==> src/rtl/pe_mac_psum_if.sv <==
// pe_mac_psum_if
//   Bundles the operand-beat handshake and the partial-sum result handshake
//   of the PE MAC/psum stage.
//   master : operand producer / psum consumer side (drives beats and psum_ready)
//   slave  : the MAC/psum stage itself
// Signals
//   in_valid, in_ready              operand beat handshake
//   ifmap_data, filter_data         signed operands
//   first, last                     convolution window delimiters
//   psum_out, psum_ovf              finished partial sum and its overflow flag
//   psum_valid, psum_ready          result handshake
interface pe_mac_psum_if #(
    parameter int IFMAP_DATA_WIDTH  = 8,
    parameter int FILTER_DATA_WIDTH = 8,
    parameter int PSUM_WIDTH        = 20
);
    logic                                in_valid;
    logic                                in_ready;
    logic signed [IFMAP_DATA_WIDTH-1:0]  ifmap_data;
    logic signed [FILTER_DATA_WIDTH-1:0] filter_data;
    logic                                first;
    logic                                last;
    logic signed [PSUM_WIDTH-1:0]        psum_out;
    logic                                psum_ovf;
    logic                                psum_valid;
    logic                                psum_ready;

    modport master (
        output in_valid, ifmap_data, filter_data, first, last, psum_ready,
        input  in_ready, psum_out, psum_ovf, psum_valid
    );

    modport slave (
        input  in_valid, ifmap_data, filter_data, first, last, psum_ready,
        output in_ready, psum_out, psum_ovf, psum_valid
    );
endinterface

==> src/rtl/pe_mac_psum.sv <==
// pe_mac_psum
//   Downstream MAC/psum stage of the PE. Takes one ifmap/filter operand pair
//   per beat, multiplies (stage 1), accumulates over a first..last window
//   (stage 2) and presents the finished partial sum on a valid/ready output.
//   One beat per cycle; only a closing beat waiting on a full output register
//   back-pressures the input.
// Ports
//   clk   clock, all state updates on posedge
//   rst   synchronous active-high reset
//   bus   pe_mac_psum_if.slave: operand beat in, partial sum out
//   busy  any pipeline stage or the accumulator holds uncommitted data
// Configuration
//   PSUM_SAT_EN  defined: accumulator saturates on overflow
//                undefined: accumulator wraps modulo 2^PSUM_WIDTH
//   psum_ovf reports the overflow in both builds.
module pe_mac_psum #(
    parameter int IFMAP_DATA_WIDTH  = 8,
    parameter int FILTER_DATA_WIDTH = 8,
    parameter int PSUM_WIDTH        = 20
) (
    input  logic              clk,
    input  logic              rst,
    pe_mac_psum_if.slave      bus,
    output logic              busy
);
    localparam int PROD_W = IFMAP_DATA_WIDTH + FILTER_DATA_WIDTH;

    // Signed add with overflow detect; returns {overflow, sum}.
    function automatic logic [PSUM_WIDTH:0] acc_add(
        input logic signed [PSUM_WIDTH-1:0] a,
        input logic signed [PSUM_WIDTH-1:0] b
    );
        logic signed [PSUM_WIDTH-1:0] s;
        logic                         o;
        s = a + b;
        o = (a[PSUM_WIDTH-1] == b[PSUM_WIDTH-1]) && (s[PSUM_WIDTH-1] != a[PSUM_WIDTH-1]);
`ifdef PSUM_SAT_EN
        // Both addends share a sign on overflow, so it picks the clamp rail.
        if (o) begin
            if (a[PSUM_WIDTH-1]) begin
                s = {1'b1, {(PSUM_WIDTH-1){1'b0}}};
            end else begin
                s = {1'b0, {(PSUM_WIDTH-1){1'b1}}};
            end
        end
`endif
        return {o, s};
    endfunction

    logic signed [IFMAP_DATA_WIDTH-1:0]  ifm;
    logic signed [FILTER_DATA_WIDTH-1:0] flt;
    logic signed [PROD_W-1:0]            prod_d;

    logic signed [PROD_W-1:0]     prod_p1;
    logic                         first_p1;
    logic                         last_p1;
    logic                         vld_p1;

    logic signed [PSUM_WIDTH-1:0] acc_p2;
    logic                         acc_ovf_p2;
    logic                         open_p2;
    logic signed [PSUM_WIDTH-1:0] psum_p2;
    logic                         psum_ovf_p2;
    logic                         vld_p2;

    logic signed [PSUM_WIDTH-1:0] prod_ext;
    logic signed [PSUM_WIDTH-1:0] acc_base;
    logic signed [PSUM_WIDTH-1:0] acc_sum;
    logic                         beat_ovf;
    logic                         win_ovf;
    logic                         stall;

    // Only a closing beat needs the output register; it waits while that is full.
    assign stall        = vld_p2 && !bus.psum_ready && vld_p1 && last_p1;
    assign bus.in_ready = !stall;

    assign ifm    = bus.ifmap_data;
    assign flt    = bus.filter_data;
    assign prod_d = PROD_W'(ifm) * PROD_W'(flt);

    // ---- stage 1: multiply ----
    always_ff @(posedge clk) begin
        if (rst) begin
            vld_p1   <= 1'b0;
            prod_p1  <= '0;
            first_p1 <= 1'b0;
            last_p1  <= 1'b0;
        end else if (!stall) begin
            vld_p1 <= bus.in_valid;
            if (bus.in_valid) begin
                prod_p1  <= prod_d;
                first_p1 <= bus.first;
                last_p1  <= bus.last;
            end
        end
    end

    assign prod_ext = PSUM_WIDTH'(prod_p1);
    // A first beat drops whatever partial sum and flag were pending.
    assign acc_base = first_p1 ? '0 : acc_p2;
    assign {beat_ovf, acc_sum} = acc_add(acc_base, prod_ext);
    assign win_ovf  = (first_p1 ? 1'b0 : acc_ovf_p2) | beat_ovf;

    // ---- stage 2: accumulate / output register ----
    always_ff @(posedge clk) begin
        if (rst) begin
            acc_p2      <= '0;
            acc_ovf_p2  <= 1'b0;
            open_p2     <= 1'b0;
            psum_p2     <= '0;
            psum_ovf_p2 <= 1'b0;
            vld_p2      <= 1'b0;
        end else begin
            if (vld_p1 && !stall) begin
                if (last_p1) begin
                    psum_p2     <= acc_sum;
                    psum_ovf_p2 <= win_ovf;
                    acc_p2      <= '0;
                    acc_ovf_p2  <= 1'b0;
                    open_p2     <= 1'b0;
                end else begin
                    acc_p2      <= acc_sum;
                    acc_ovf_p2  <= win_ovf;
                    open_p2     <= 1'b1;
                end
            end
            // A new result loading on the handshake edge keeps valid high.
            if (vld_p1 && last_p1 && !stall) begin
                vld_p2 <= 1'b1;
            end else if (bus.psum_ready) begin
                vld_p2 <= 1'b0;
            end
        end
    end

    assign bus.psum_out   = psum_p2;
    assign bus.psum_ovf   = psum_ovf_p2;
    assign bus.psum_valid = vld_p2;
    assign busy           = vld_p1 || vld_p2 || open_p2;
endmodule
==> src/flat_wrapper.sv <==
// flat-port wrapper written by rule: the top's interface ports become plain ports
module pe_mac_psum_flat 
#(
    parameter int IFMAP_DATA_WIDTH  = 8,
    parameter int FILTER_DATA_WIDTH = 8,
    parameter int PSUM_WIDTH        = 20
)
  (clk, rst, busy, bus_in_valid, bus_ifmap_data, bus_filter_data, bus_first, bus_last, bus_psum_ready, bus_in_ready, bus_psum_out, bus_psum_ovf, bus_psum_valid);
  pe_mac_psum_if #(.IFMAP_DATA_WIDTH(IFMAP_DATA_WIDTH), .FILTER_DATA_WIDTH(FILTER_DATA_WIDTH), .PSUM_WIDTH(PSUM_WIDTH)) bus_i ();
  input  logic clk;
  input  logic rst;
  output logic busy;
  input wire logic [$bits(bus_i.in_valid)-1:0] bus_in_valid;
  input wire logic [$bits(bus_i.ifmap_data)-1:0] bus_ifmap_data;
  input wire logic [$bits(bus_i.filter_data)-1:0] bus_filter_data;
  input wire logic [$bits(bus_i.first)-1:0] bus_first;
  input wire logic [$bits(bus_i.last)-1:0] bus_last;
  input wire logic [$bits(bus_i.psum_ready)-1:0] bus_psum_ready;
  output wire logic [$bits(bus_i.in_ready)-1:0] bus_in_ready;
  output wire logic [$bits(bus_i.psum_out)-1:0] bus_psum_out;
  output wire logic [$bits(bus_i.psum_ovf)-1:0] bus_psum_ovf;
  output wire logic [$bits(bus_i.psum_valid)-1:0] bus_psum_valid;
  assign bus_i.in_valid = bus_in_valid;
  assign bus_i.ifmap_data = bus_ifmap_data;
  assign bus_i.filter_data = bus_filter_data;
  assign bus_i.first = bus_first;
  assign bus_i.last = bus_last;
  assign bus_i.psum_ready = bus_psum_ready;
  assign bus_in_ready = bus_i.in_ready;
  assign bus_psum_out = bus_i.psum_out;
  assign bus_psum_ovf = bus_i.psum_ovf;
  assign bus_psum_valid = bus_i.psum_valid;
  pe_mac_psum #(.IFMAP_DATA_WIDTH(IFMAP_DATA_WIDTH), .FILTER_DATA_WIDTH(FILTER_DATA_WIDTH), .PSUM_WIDTH(PSUM_WIDTH)) u_core (.clk(clk), .rst(rst), .bus(bus_i), .busy(busy));
endmodule
==> config.mk <==
export PLATFORM = sky130hd
export DESIGN_NAME = pe_mac_psum_flat
export DESIGN_NICKNAME = d
export VERILOG_FILES = /design/src/rtl/pe_mac_psum_if.sv /design/src/rtl/pe_mac_psum.sv /design/src/flat_wrapper.sv
export SDC_FILE = /design/constraint.sdc
export NUM_CORES = 1
export LEC_CHECK = 0
export CORE_MARGIN = 2
export CORE_UTILIZATION = 39
export DETAILED_ROUTE_END_ITERATION = 10
export SYNTH_ARGS = -nofsm -noshare
export SYNTH_HDL_FRONTEND = slang
export SYNTH_SLANG_ARGS = --single-unit
==> constraint.sdc <==
create_clock -name clk -period 4.09 [get_ports clk]
set_input_delay 0.6135 -clock clk [delete_from_list [all_inputs] [get_ports clk]]
set_output_delay 0.6135 -clock clk [all_outputs]
set_load 0.01 [all_outputs]
# ---- After elaboration in Yosys (flattened, before gate mapping)
# Index checks and enable logic that the tools add are counted.
dict set report classes {
  add_sub_neg 1
  n_mul 1
  eq_ne 2
  mux 7
  bitwise 2
  n_reduce_logical 14
}
# op n
set op_table {}
lappend op_table {{$mux 20} 2}
lappend op_table {{$add 20x16->20} 1}
lappend op_table {{$mul 8x8->16} 1}
lappend op_table {{$logic_and 1x1->1} 7}
lappend op_table {{$mux 1} 5}
lappend op_table {{$reduce_and 2->1} 2}
lappend op_table {{$logic_not 1->1} 2}
lappend op_table {{$logic_or 1x1->1} 2}
lappend op_table {{$reduce_bool 2->1} 1}
lappend op_table {{$eq 1x1->1} 1}
lappend op_table {{$ne 1x1->1} 1}
lappend op_table {{$not 1->1} 1}
lappend op_table {{$or 1x1->1} 1}
dict set report word_totals {
  ff_bits 63
  in_bits 22
  out_inout_bits 24
  word_cells 37
}

# ---- Longest topological paths before layout
# Gate-level depths: netlist (run 1).
dict set report logic_depth {
  word_depth 7
  depth_mapped 19
  depth_no_buf 19
}

# ---- Worst setup path before layout (run 1)
# OpenSTA, ideal clock, no wires.
dict set report synth_timing {
  path_type {input port to flip-flop}
  start {in bus_filter_data[6]}
  end {reg u_core.prod_p1[15]}
  setup_ps 132
  t_arrival_ps 4312
  setup_slack_ps -354
  path_stages 14
  path_buffers 0
  cell_sequence {and2_1 -> fa_1 -> fa_1 -> fa_1 -> inv_1 -> fa_1 -> inv_1 -> ha_1 -> o21ai_0 -> nand2b_1 -> a2111o_1 -> a41oi_1 -> xnor2_1 -> a21oi_1}
}
dict set report synth_via {
  elab_chain_len 1
}
# item line_no
set synth_lines {}
lappend synth_lines {{start, declared} flat_wrapper.sv:15} ;# input wire logic [$bits(bus_i.filter_data)-1:0] bus_filter_data;
lappend synth_lines {{$mul 8x8->16} pe_mac_psum.sv:79} ;# assign prod_d = PROD_W'(ifm) * PROD_W'(flt);
lappend synth_lines {{end signal, assigned} pe_mac_psum.sv:91} ;# prod_p1 <= prod_d;
lappend synth_lines {{end, declared} pe_mac_psum.sv:54} ;# logic signed [PROD_W-1:0] prod_p1;
# Every way passes these cells.
# A chain may end at the register's enable or synchronous reset.

# ---- Worst setup path after layout (run 1)
dict set report layout_timing {
  start {in bus_filter_data[3]}
  end {reg u_core.prod_p1[15]}
}
# The elaborated chain is that of the path after synthesis.

==> results.cfg, run 1 <==
[outcome]
status = complete, no violations

[global_route]
grt_overflow = 0
grt_max_degree = 52
grt_pass1_vias = 5290
antenna_found_initial = 0
grt_pass1_wl_um = 23840
grtUsageTotal_pct = 18.11

[synth]
syn-num-nets = 808
postSynthAreaPerCell_um2 = 8.522
synth_seq_cells = 63
yosys_warnings = 0
yosysSeqAreaShare_pct = 21.70
syn-cell-area_um2 = 5812
synth_edf_count = 0
synthFlopType = dfxtp_1
async_reset_ff_share_pct = 0
synthCells = 682
synth_top_area_share_pct = 21.70
synth_most_common_cell = inv_1
ys_top_cells_by_count = inv_1, nand2_1, dfxtp_1, fa_1, ha_1
ys_types = 58
synth.largest_area_cell = dfxtp_1
yosys-top-cells-area = dfxtp_1, fa_1, ha_1, inv_1, nand2_1

[place]
port_buffers = 45
place_hpwl_um = 10750
globalplace.congestion = 0.8380

[detailed_routing]
via_per_inst = 5.177
drt-wirelength-per-cell_um = 14.27
wirelength_um = 13770
num_vias = 4996
dr_wl_met2_um = 6916
top_layer = met4
firstDrtPassIters = 4
route.antenna.remaining_nets = 0
drc = 0
wirelength_met1_um = 6307
drt-initial-drc-count = 306
wl_met3_um = 340

[clock_tree]
cts_tree = done
clockBufferDepth = 2
clk_pin_slew_worst_paths_ns = 0.05
numCtsBuffers = 9
htreeDepth = 3
holdBufCountCts = 0
cts.sinks = 63
clock_latency_ns = 0.33
cts-root-buf = clkbuf_16

[die]
io_pins = 46
row_count = 44
dieWidth_um = 126.1
initial_core_util_pct = 39.99
coreArea_um2 = 14530
die_h_um = 126.1
die-area_um2 = 15890

[sta]
tns_ns = 0
fin_crit_sh_pct = 99.78
tightestPinTransition_ns = 0.7532
relSlewSlack_pct = 49.67
period_minus_slack_ns = 4.081
drv_slew = 0
fmax_mhz = 245.0
rsz0062_at_grt = true
skew_ns = 0.004996
final_hold_viol_count = 0
setup_viol = 0

[worst_setup_path]
ff2ff_setup_slack_ns = 1.08
rr_worst_depth = 10
rr_startpoint = u_core.first_p1
start_kind = input pin
end_kind = flop
crit_fanout = 6
worstPathRequired_ns = 4.31
arrival_ns = 4.30
reg2reg_to = u_core.acc_p2[19]
path_class = in2reg
crit_start = bus_filter_data[3]

[finish]
drive_gt1_share_pct = 23.05
num_antenna_cells = 0
fin_nets = 902
fin_util_pct = 51.70
layout-area-overhead-vs-synth_pct = 29.28

[hold_path]
whs_path_depth = 2
hold_path_end = u_core.acc_p2[13]
hp-class = reg2reg
min_from = u_core.acc_p2[13]

[pwr]
p_clk_share_pct = 20.7
ir_worst_vdd_uv = 353.0
power.share.switching_pct = 38.47
p_seq_share_pct = 18.0
switchingPower_uw = 1564
cellInternalPower_uw = 2502
powerDensity_nw_per_um2 = 541.3
combPwrFrac_pct = 61.2
p_leak_uw = 0.003345

[run]
maxCapViolations = 0
[critical path: stages]
cell,delay [ns]
buf_8,0.10
buf_6,0.12
and2_4,0.13
fa_1,0.52
inv_1,0.05
fa_1,0.46
fa_1,0.49
fa_1,0.50
inv_2,0.05
ha_4,0.15
nor3_2,0.18
o21ai_2,0.09
a2111o_1,0.46
a41oi_2,0.16
xnor2_1,0.14
a21oi_1,0.08
[state kept, by name (all words and copies together) (netlist names)]
signal                 count
u_core.bus.psum_out       20
u_core.bus.psum_ovf        1
u_core.first_p1            1
u_core.last_p1             1
u_core.acc_ovf_p2          1
u_core.open_p2             1
u_core.bus.psum_valid      1
u_core.vld_p1              1
u_core.prod_p1            16
u_core.acc_p2             20
[cells by family after synthesis]
family / share of synthesized area (%)
simple gates: 21.25
xor+xnor: 4.220
buf+inv: 6.867
compound gates: 15.80
flops: 21.70
mux: 0.5382
fa+ha+maj: 29.62
[layer usage]
metal / GRT usage, % / vias up
met4: 4.719 / 0
li1: - / 2464
met2: 31.40 / 82
met1: 23.42 / 2430
met3: 3.101 / 20
met5: 0 / -
[layout make-up]
cell class                 count  area (um2)
clock buffer                  11       252.7
clock inverter                 5       80.08
fill                        1371        7020
inverter                      85       319.1
multi-input combinational    513        4469
sequential                    63        1261
tap                          184       230.2
timing repair buffer         104       900.9
[worst max-delay path by stage]
stage,slack [ns],depth (start not counted),to
2_1_floorplan,-0.12,16,u_core.prod_p1[15]
5_1_grt,-0.14,16,u_core.prod_p1[15]
6_report,0.009,16,u_core.prod_p1[15]
4_1_cts,-0.005,17,u_core.prod_p1[15]
3_5_place_dp,-0.84,15,u_core.prod_p1[15]
3_3_place_gp,-0.81,16,u_core.prod_p1[14]
[power groups by stage]
stage,logic (uW),registers [uW],clock network (uW)
after detailed placement,2200,747,0
after CTS,2270,734,863
final,2490,734,843
after global routing,2800,742,884
after floorplan,1560,729,0
after global placement,2170,746,0
[layout by cell type, fill, tap and decap left out, types with 10 or more instances in the layout]
cell | Yosys | routed
clkdlybuf4s50_1 | 0 | 28
inv_1 | 84 | 66
and2_4 | 0 | 13
o21ai_0 | 19 | 13
fa_1 | 56 | 53
a21oi_1 | 47 | 43
nand3_1 | 15 | 14
ha_4 | 0 | 10
buf_4 | 0 | 58
ha_1 | 48 | 36
dfxtp_1 | 63 | 63
xnor2_1 | 22 | 22
nor2_1 | 29 | 27
nor2b_1 | 30 | 28
and2_1 | 45 | 32
inv_2 | 0 | 18
nand2_1 | 78 | 72
[per-stage QoR]
stage	total power [uW]	hold WS [ns]	std cells	setup slack, ns	cell area, um2
after floorplan	2292	0.4273	682	-0.1222	5924
after global placement	2915	0.4358	947	-0.8092	6948
after detailed placement	2951	0.4414	947	-0.8445	6948
after CTS	3866	0.4485	963	-0.004563	7307
after global routing	4423	0.4657	965	-0.1390	7513
final	4067	0.4511	965	0.008957	7513
[what timing repair did]
action,CTS,global route
gates resized for setup,103,55
pin swaps,39,47
buffers inserted,0,2
setup endpoints to repair,9,7
(Power assumes the default switching activity.)
==> inputs of run 2 (changes only) <==
- clock period: 4.09 -> 3.8 ns (I/O delays scaled with it)
==> run 2 against run 1 <==
- the flow now finishes with violations (setup timing)
- register-to-register slack got worse by 0.36 ns
- count of clock-buffer cells in the layout rose by 2
- combinational power barely moved
- sequential power rose by 7.8%
- design area fell by 0.65%
- via count rose by 1.3%
- cell count rose by 0.73%
- worst setup slack got worse by 0.33 ns
- worst hold slack barely moved
- largest cell class unchanged
==> results.cfg, run 2 (same netlist as run 1, synthesis figures left out) <==
[global_route]
antenna_found_initial = 0
grtUsageTotal_pct = 18.29
grt_overflow = 0
grt_pass1_vias = 5273
grt_pass1_wl_um = 24250
grt_max_degree = 52

[sta]
period_minus_slack_ns = 4.119
skew_ns = 0.006728
drv_slew = 0
setup_viol = 6
rsz0062_at_grt = true
fin_crit_sh_pct = 108.4
tightestPinTransition_ns = 0.7559
relSlewSlack_pct = 49.42
fmax_mhz = 242.8
final_hold_viol_count = 0
setup_slack_ns = -0.3192

[pwr]
p_leak_uw = 0.003372
powerDensity_nw_per_um2 = 553.7
p_seq_share_pct = 19.1
power_uw = 4133
switchingPower_uw = 1564
combPwrFrac_pct = 60.4
cellInternalPower_uw = 2569
p_clk_share_pct = 20.5
ir_worst_vdd_uv = 288.1
power.share.switching_pct = 37.85

[die]
io_pins = 46
die-area_um2 = 15890
die_h_um = 126.1
row_count = 44
initial_core_util_pct = 39.99
coreArea_um2 = 14530
dieWidth_um = 126.1

[place]
dp_slack_ns = -1.138
globalplace.congestion = 0.9012
place_hpwl_um = 10700
port_buffers = 45
placed_cell_area_um2 = 6963

[detailed_routing]
firstDrtPassIters = 4
route.antenna.remaining_nets = 0
via_per_inst = 5.206
wirelength_um = 13680
drt-initial-drc-count = 207
num_vias = 5060
drc = 0
drt-wirelength-per-cell_um = 14.08

[finish]
fin_nets = 909
drive_gt1_share_pct = 21.57
num_antenna_cells = 0
fin_util_pct = 51.36
stdcell_area_um2 = 7465
layout-area-overhead-vs-synth_pct = 28.44
layout_commonest_cell = nand2_1
final_cell_mix = nand2_1, inv_1, buf_4

[clock_tree]
clk_pin_slew_worst_paths_ns = 0.05
cts-root-buf = clkbuf_16
clock_latency_ns = 0.33
holdBufCountCts = 0
cts_tree = done
htreeDepth = 3
cts.sinks = 63
numCtsBuffers = 9
clockBufferDepth = 2

[hold_path]
hp-class = reg2reg

[worst_setup_path]
path_class = in2reg
start_kind = input pin
end_kind = flop
worstPathRequired_ns = 4.01
crit_fanout = 4
arrival_ns = 4.33

[outcome]
violations = setup timing
status = finished with violations

[run]
maxCapViolations = 0
run 2: cell types whose count changed in the layout (fill, tap and decap cells not counted), moves of 3 or more:
cell and change:
and2_4 -3, buf_4 +7, and2_1 +3, nand2_2 -5, nand2_1 +4
run 2: per-stage QoR:
step	instances	hold WS [ns]	setup TNS, ns
after floorplan	682	0.4273	-1.301
after global placement	949	0.4350	-8.725
after detailed placement	949	0.4429	-9.140
after CTS	969	0.4504	-1.246
after global routing	972	0.4698	-2.442
final	972	0.4512	-1.275
run 2: worst max-delay path: stages:
cell and delay, ns:
buf_8 0.10, and2_4 0.15, fa_1 0.53, inv_1 0.05, fa_1 0.49, inv_2 0.04
fa_1 0.55, inv_2 0.04, fa_2 0.52, inv_2 0.04, ha_4 0.15, nor3_2 0.18
o21ai_2 0.09, a2111o_1 0.45, a41oi_2 0.17, xnor2_1 0.13, a21oi_1 0.08
run 2: worst paths after layout:
path | start | to | slack [ns] | depth (start not counted)
max reg2reg | u_core.first_p1 | u_core.acc_p2[18] | 0.72 | 10
min | u_core.bus.psum_out[1] | u_core.bus.psum_out[1] | 0.45 | 2
max | bus_filter_data[2] | u_core.prod_p1[15] | -0.32 | 17
min reg2reg | u_core.bus.psum_out[1] | u_core.bus.psum_out[1] | 0.45 | 2
run 2: timing repair:
action / in CTS / in global routing
pin swaps: 49 / 33
gates resized for setup: 113 / 25
setup buffers: 5 / 3
setup endpoints to repair: 11 / 8
run 2: power groups by stage:
| stage | Combinational (uW) | Clock, uW | Sequential, uW |
|---|---|---|---|
| after detailed placement | 2340 | 0 | 805 |
| after floorplan | 1680 | 0 | 785 |
| final | 2500 | 846 | 791 |
| after global routing | 2840 | 887 | 801 |
| after global placement | 2300 | 0 | 804 |
| after CTS | 2420 | 863 | 791 |
run 2: cell type report:
class | instances | area (um2)
clock buffer | 13 | 270.3
clock inverter | 3 | 40.04
fill | 1396 | 7069
inverter | 85 | 319.1
multi-input combinational | 513 | 4394
sequential | 63 | 1261
tap | 184 | 230.2
timing repair buffer | 111 | 949.7
run 2: metal layers:
metal / global-route usage, % / routed length [um] / vias up
li1: - / - / 2487
met1: 23.90 / 6301 / 2495
met2: 32.19 / 6828 / 67
met3: 3.016 / 413 / 11
met4: 3.361 / 140 / 0
met5: 0 / 0 / -
==> patch 1, RTL diff (flow settings as in run 1) <==
`IFMAP_DATA_WIDTH` is set to 8 in 3 places; all go to 6.
--- a/src/rtl/pe_mac_psum_if.sv
+++ b/src/rtl/pe_mac_psum_if.sv
@@ -10,7 +10,7 @@
 //   psum_out, psum_ovf              finished partial sum and its overflow flag
 //   psum_valid, psum_ready          result handshake
 interface pe_mac_psum_if #(
-    parameter int IFMAP_DATA_WIDTH  = 8,
+    parameter int IFMAP_DATA_WIDTH  = 6,
     parameter int FILTER_DATA_WIDTH = 8,
     parameter int PSUM_WIDTH        = 20
 );
--- a/src/rtl/pe_mac_psum.sv
+++ b/src/rtl/pe_mac_psum.sv
@@ -14,7 +14,7 @@
 //                undefined: accumulator wraps modulo 2^PSUM_WIDTH
 //   psum_ovf reports the overflow in both builds.
 module pe_mac_psum #(
-    parameter int IFMAP_DATA_WIDTH  = 8,
+    parameter int IFMAP_DATA_WIDTH  = 6,
     parameter int FILTER_DATA_WIDTH = 8,
     parameter int PSUM_WIDTH        = 20
 ) (
--- a/src/flat_wrapper.sv
+++ b/src/flat_wrapper.sv
@@ -1,7 +1,7 @@
 // flat-port wrapper written by rule: the top's interface ports become plain ports
 module pe_mac_psum_flat 
 #(
-    parameter int IFMAP_DATA_WIDTH  = 8,
+    parameter int IFMAP_DATA_WIDTH  = 6,
     parameter int FILTER_DATA_WIDTH = 8,
     parameter int PSUM_WIDTH        = 20
 )
Ports: changed (resized bus_ifmap_data); port bits go from 46 to 44. No check against the original RTL was run, so the function may have changed too.
==> patch 1 against run 1 <==
- the run now ends with negative setup slack left
- clock skew up 0.0013 ns
- wire length shrank 18%
- synthesized area decreased by 15%
- combinational power decreased by 41%
- largest power group unchanged
- first-iteration DRC count fell by 46%
- global-route usage fell by 0.24 points
- power is 27% lower
- highest routed layer unchanged
- worst setup slack worse by 0.27 ns
- sequential cell count down 2
- final area shrank 16%
==> patch 1: results (changes against run 1) <==
\begin{tabular}{lr}
\hline
Metric & Value \\
\hline
\multicolumn{2}{l}{\textbf{Synthesis}} \\
Ranking of synthesized cells by instance count & 79 x sky130\_fd\_sc\_hd\_\_nand2\_1, 61 x sky130\_fd\_sc\_hd\_\_dfxtp\_1, 52 x sky130\_fd\_sc\_hd\_\_a21oi\_1 \\
Share of the yosys chip area belonging to registers & 24.72\% (+3.0 points) \\
Count of unique library cells instantiated by Yosys & 55 (-5.2\%) \\
Cell types occupying the most area after synthesis & sky130\_fd\_sc\_hd\_\_dfxtp\_1 25\%, sky130\_fd\_sc\_hd\_\_fa\_1 14\%, sky130\_fd\_sc\_hd\_\_ha\_1 11\%, sky130\_fd\_sc\_hd\_\_nand2\_1 6.0\%, sky130\_fd\_sc\_hd\_\_a21oi\_1 5.3\% \\
\multicolumn{2}{l}{\textbf{GRT}} \\
Largest net degree at the start of global routing & 59 (+13\%) \\
GRT Overall Usage & 17.87\% (-0.24 points) \\
Number of global-route vias before repair & 4207 (-20\%) \\
\multicolumn{2}{l}{\textbf{Placed design}} \\
Placer Congestion & 0.8892 (+6.1\%) \\
Port Buffer Count & 43 (-4.4\%) \\
Placed wire-length estimate & 8.581 mm (-20\%) \\
\multicolumn{2}{l}{\textbf{Run status}} \\
Result of the run & complete, but fails checks \\
Violated checks & negative setup slack \\
\multicolumn{2}{l}{\textbf{Power}} \\
Peak supply drop & 192.2 uV (-46\%) \\
\multicolumn{2}{l}{\textbf{Setup path}} \\
R2r worst-path depth & 11 (+1) \\
Endpoint of the lowest-slack register-to-register path & u\_core.acc\_p2[18] \\
Worst path max stage delay & 0.55 ns (+0.03 ns) \\
Slack of the worst reg-to-reg path & 1.17 ns (+0.09 ns) \\
\multicolumn{2}{l}{\textbf{Worst hold path}} \\
Hold Path Origin & u\_core.bus.psum\_out[14] \\
\multicolumn{2}{l}{\textbf{Clock network}} \\
Buffers inserted by post-CTS timing repair & 4 (+4) \\
\multicolumn{2}{l}{\textbf{Routing}} \\
Avg WL per Cell & 13.85 um (-3.0\%) \\
\multicolumn{2}{l}{\textbf{Timing}} \\
Worst Setup Slack, final & -0.2592 ns (-0.2682 ns) \\
Final setup vio count & 2 (+2) \\
Worst Tran Pin Value & 1.088 ns (+0.3347 ns) \\
\multicolumn{2}{l}{\textbf{Layout}} \\
Fraction of layout instances using a drive strength above 1 & 17.28\% (-5.8 points) \\
Count of nets after finishing & 742 (-18\%) \\
\hline
\end{tabular}
[patch 1: power breakdown]
part           internal [mW]  total, mW  switching (mW)
clock                  0.485      0.751           0.266
sequential             0.664      0.715          0.0508
combinational          0.738       1.48           0.745
[patch 1: routing by layer]
metal	track usage, %	vias up	share of wire (%)
li1	-	2101	-
met5	0	-	0
met1	23.28	1966	47
met2	29.81	68	48
met4	8.627	0	2.1
met3	1.764	18	2.5
[patch 1: worst max-delay path by stage]
stage                       start            endpoint  cells past startpoint
5_1_grt         bus_ifmap_data[0]  u_core.prod_p1[12]                     16
3_3_place_gp    bus_ifmap_data[0]  u_core.prod_p1[12]                     16
2_1_floorplan   bus_ifmap_data[0]  u_core.prod_p1[12]                     15
3_5_place_dp    bus_ifmap_data[0]  u_core.prod_p1[12]                     16
4_1_cts        bus_filter_data[3]  u_core.prod_p1[12]                     16
6_report        bus_ifmap_data[0]  u_core.prod_p1[12]                     16
[patch 1: area by class of cell]
cell class / count / area (um2)
well taps: 172 / 215.2
inverters: 31 / 116.4
clock inverters: 4 / 47.55
fillers: 1217 / 6238
clock buffers: 12 / 246.5
multi-input cells: 454 / 3701
flip-flops and latches: 61 / 1221
repair buffers: 86 / 730.7
[patch 1: kinds of logic after synthesis]
family          synth area share (%)
mux                           0.2279
flops                          24.72
xor+xnor                       5.672
fa+ha+maj                      25.32
buf+inv                        3.976
compound gates                 17.88
simple gates                   22.21
[patch 1: through the flow]
stage	TNS [ns]	hold WS [ns]	area (um2)	worst slack, ns
final	-0.3429	0.4495	6279	-0.2592
after global placement	-4.064	0.4358	5799	-0.9560
after floorplan	-0.4210	0.4232	4954	-0.3799
after global routing	-0.9738	0.4728	6279	-0.4541
after detailed placement	-4.702	0.4456	5799	-1.075
after CTS	-0.4347	0.4542	6163	-0.3689
==> patch 2, RTL diff (settings of run 1) <==
Made on the original files. Make the reset (`rst`) asynchronous in 2 clocked blocks. Comments in the files are not updated.
--- a/src/rtl/pe_mac_psum.sv
+++ b/src/rtl/pe_mac_psum.sv
@@ -79,7 +79,7 @@
     assign prod_d = PROD_W'(ifm) * PROD_W'(flt);
 
     // ---- stage 1: multiply ----
-    always_ff @(posedge clk) begin
+    always_ff @(posedge clk or posedge rst) begin
         if (rst) begin
             vld_p1   <= 1'b0;
             prod_p1  <= '0;
@@ -102,7 +102,7 @@
     assign win_ovf  = (first_p1 ? 1'b0 : acc_ovf_p2) | beat_ovf;
 
     // ---- stage 2: accumulate / output register ----
-    always_ff @(posedge clk) begin
+    always_ff @(posedge clk or posedge rst) begin
         if (rst) begin
             acc_p2      <= '0;
             acc_ovf_p2  <= 1'b0;
Formal check against the unedited RTL: differs if rst is asserted again (counterexample within 4 cycles, from zero or initial values and one cycle with rst high); with rst held inactive, the same outputs for 4 cycles.
==> patch 2 against run 1 <==
- the flow now finishes with violations (negative setup slack)
- final cell count is 5.1% lower
- power rose by 22%
- highest routed layer unchanged
- worst setup slack worse by 0.063 ns
- register-to-register slack better by 0.13 ns
- final area decreased by 0.42%
- die area rose by 1.1%
- fmax decreased by 1.5%
- synthesized area up 1.2%
- sequential cell count stayed put
- synthesized cell count fell by 8.8%
- wire length shrank 7.1%
- non-clock buffer count is 4 higher
- sequential power rose by 42%
==> patch 2: results (changes against run 1) <==
\begin{tabular}{lr}
\hline
Metric & Value \\
\hline
\multicolumn{2}{l}{\textbf{Timing}} \\
Final setup vio count & 2 (+2) \\
Worst Setup Slack, final & -0.05361 ns (-0.06256 ns) \\
Max Clock Skew & 0.006045 ns (+0.001049 ns) \\
Sum Neg Setup Slack & -0.06498 ns (-0.06498 ns) \\
Fin Hold WS & 0.4678 ns (+0.01669 ns) \\
Worst Tran Pin Value & 0.9027 ns (+0.1496 ns) \\
\multicolumn{2}{l}{\textbf{Synthesis}} \\
Area share of fa/ha/maj cells after synthesis & 29.28\% (-0.34 points) \\
Share of the yosys chip area belonging to registers & 26.81\% (+5.1 points) \\
Syn\_nets & 748 (-7.4\%) \\
Post-synthesis compound-gate area fraction & 14.09\% (-1.7 points) \\
Count of unique library cells instantiated by Yosys & 50 (-14\%) \\
Mux share of post-synthesis cell area & 2.107\% (+1.6 points) \\
Synth Flop Type & sky130\_fd\_sc\_hd\_\_dfrtp\_1 \\
Ranking of synthesized cells by instance count & 85 x sky130\_fd\_sc\_hd\_\_inv\_1, 78 x sky130\_fd\_sc\_hd\_\_nand2\_1, 63 x sky130\_fd\_sc\_hd\_\_dfrtp\_1 \\
Post-synth ARST share & 100.0\% (+100 points) \\
Cell types occupying the most area after synthesis & sky130\_fd\_sc\_hd\_\_dfrtp\_1 27\%, sky130\_fd\_sc\_hd\_\_fa\_1 19\%, sky130\_fd\_sc\_hd\_\_ha\_1 10\%, sky130\_fd\_sc\_hd\_\_inv\_1 5.4\%, sky130\_fd\_sc\_hd\_\_nand2\_1 5.0\% \\
Post-Synthesis Mean Instance Area & 9.452 um2 (+11\%) \\
\multicolumn{2}{l}{\textbf{Setup path}} \\
Slack of the worst reg-to-reg path & 1.21 ns (+0.13 ns) \\
Timing endpoint of the critical path & u\_core.prod\_p1[15] \\
Maximum fanout count along the critical path & 4 (-2) \\
Launching element of the worst setup path & bus\_ifmap\_data[5] \\
\multicolumn{2}{l}{\textbf{Layout}} \\
Fraction of layout instances using a drive strength above 1 & 23.91\% (+0.86 points) \\
Number of filler instances in the final layout & 1366 (-0.36\%) \\
\multicolumn{2}{l}{\textbf{Placed design}} \\
Placer Congestion & 0.8683 (+3.6\%) \\
Cell Count Post-Placement & 888 (-6.2\%) \\
Area after DPL & 6969 um2 (+0.31\%) \\
\multicolumn{2}{l}{\textbf{Power}} \\
Peak supply drop & 264.6 uV (-25\%) \\
Leak pwr & 3.693 nW (+10\%) \\
\multicolumn{2}{l}{\textbf{Run status}} \\
Violated checks & negative setup slack \\
Result of the run & complete, but fails checks \\
\multicolumn{2}{l}{\textbf{GRT}} \\
Number of global-route vias before repair & 4855 (-8.2\%) \\
Largest net degree at the start of global routing & 44 (-15\%) \\
First-pass GRT wire length & 22.86 mm (-4.1\%) \\
GRT Overall Usage & 17.35\% (-0.76 points) \\
\multicolumn{2}{l}{\textbf{Routing}} \\
Total number of vias & 4558 (-8.8\%) \\
Vias per cell & 4.976 (-3.9\%) \\
\multicolumn{2}{l}{\textbf{Worst hold path}} \\
WHS Endpoint & u\_core.bus.psum\_out[7] \\
\hline
\end{tabular}
==> patch 2: power groups by stage <==
stage	Combinational (mW)	Sequential, mW	Clock [mW]
CTS	3.07	1.05	0.726
global placement	2.88	1.04	0
floorplan	2.00	1.05	0
detailed placement	2.95	1.05	0
finish	3.22	1.04	0.710
global route	3.64	1.08	0.755
==> patch 2: routing by layer <==
metal / GRT usage [%] / share of wire, % / vias up
li1: - / - / 2253
met2: 29.70 / 48 / 88
met1: 22.31 / 46 / 2184
met5: 0 / 0 / -
met3: 2.193 / 3.1 / 33
met4: 7.175 / 2.6 / 0
==> patch 2: layout make-up <==
type                            count  area (um2)  area share (%)
Sequential cell                    63        1577           21.07
Inverter                           85       321.6           4.298
Clock inverter                      3       17.52          0.2341
Clock buffer                       12       266.5           3.562
Multi-Input combinational cell    461        4159           55.59
Tap cell                          184       230.2           3.077
Timing Repair Buffer              108       910.9           12.17
==> patch 2: repair_timing <==
item                       CTS  global route
buffers inserted            10             5
setup endpoints to repair    8             8
pin swaps                   26            45
gates resized for setup     87            38
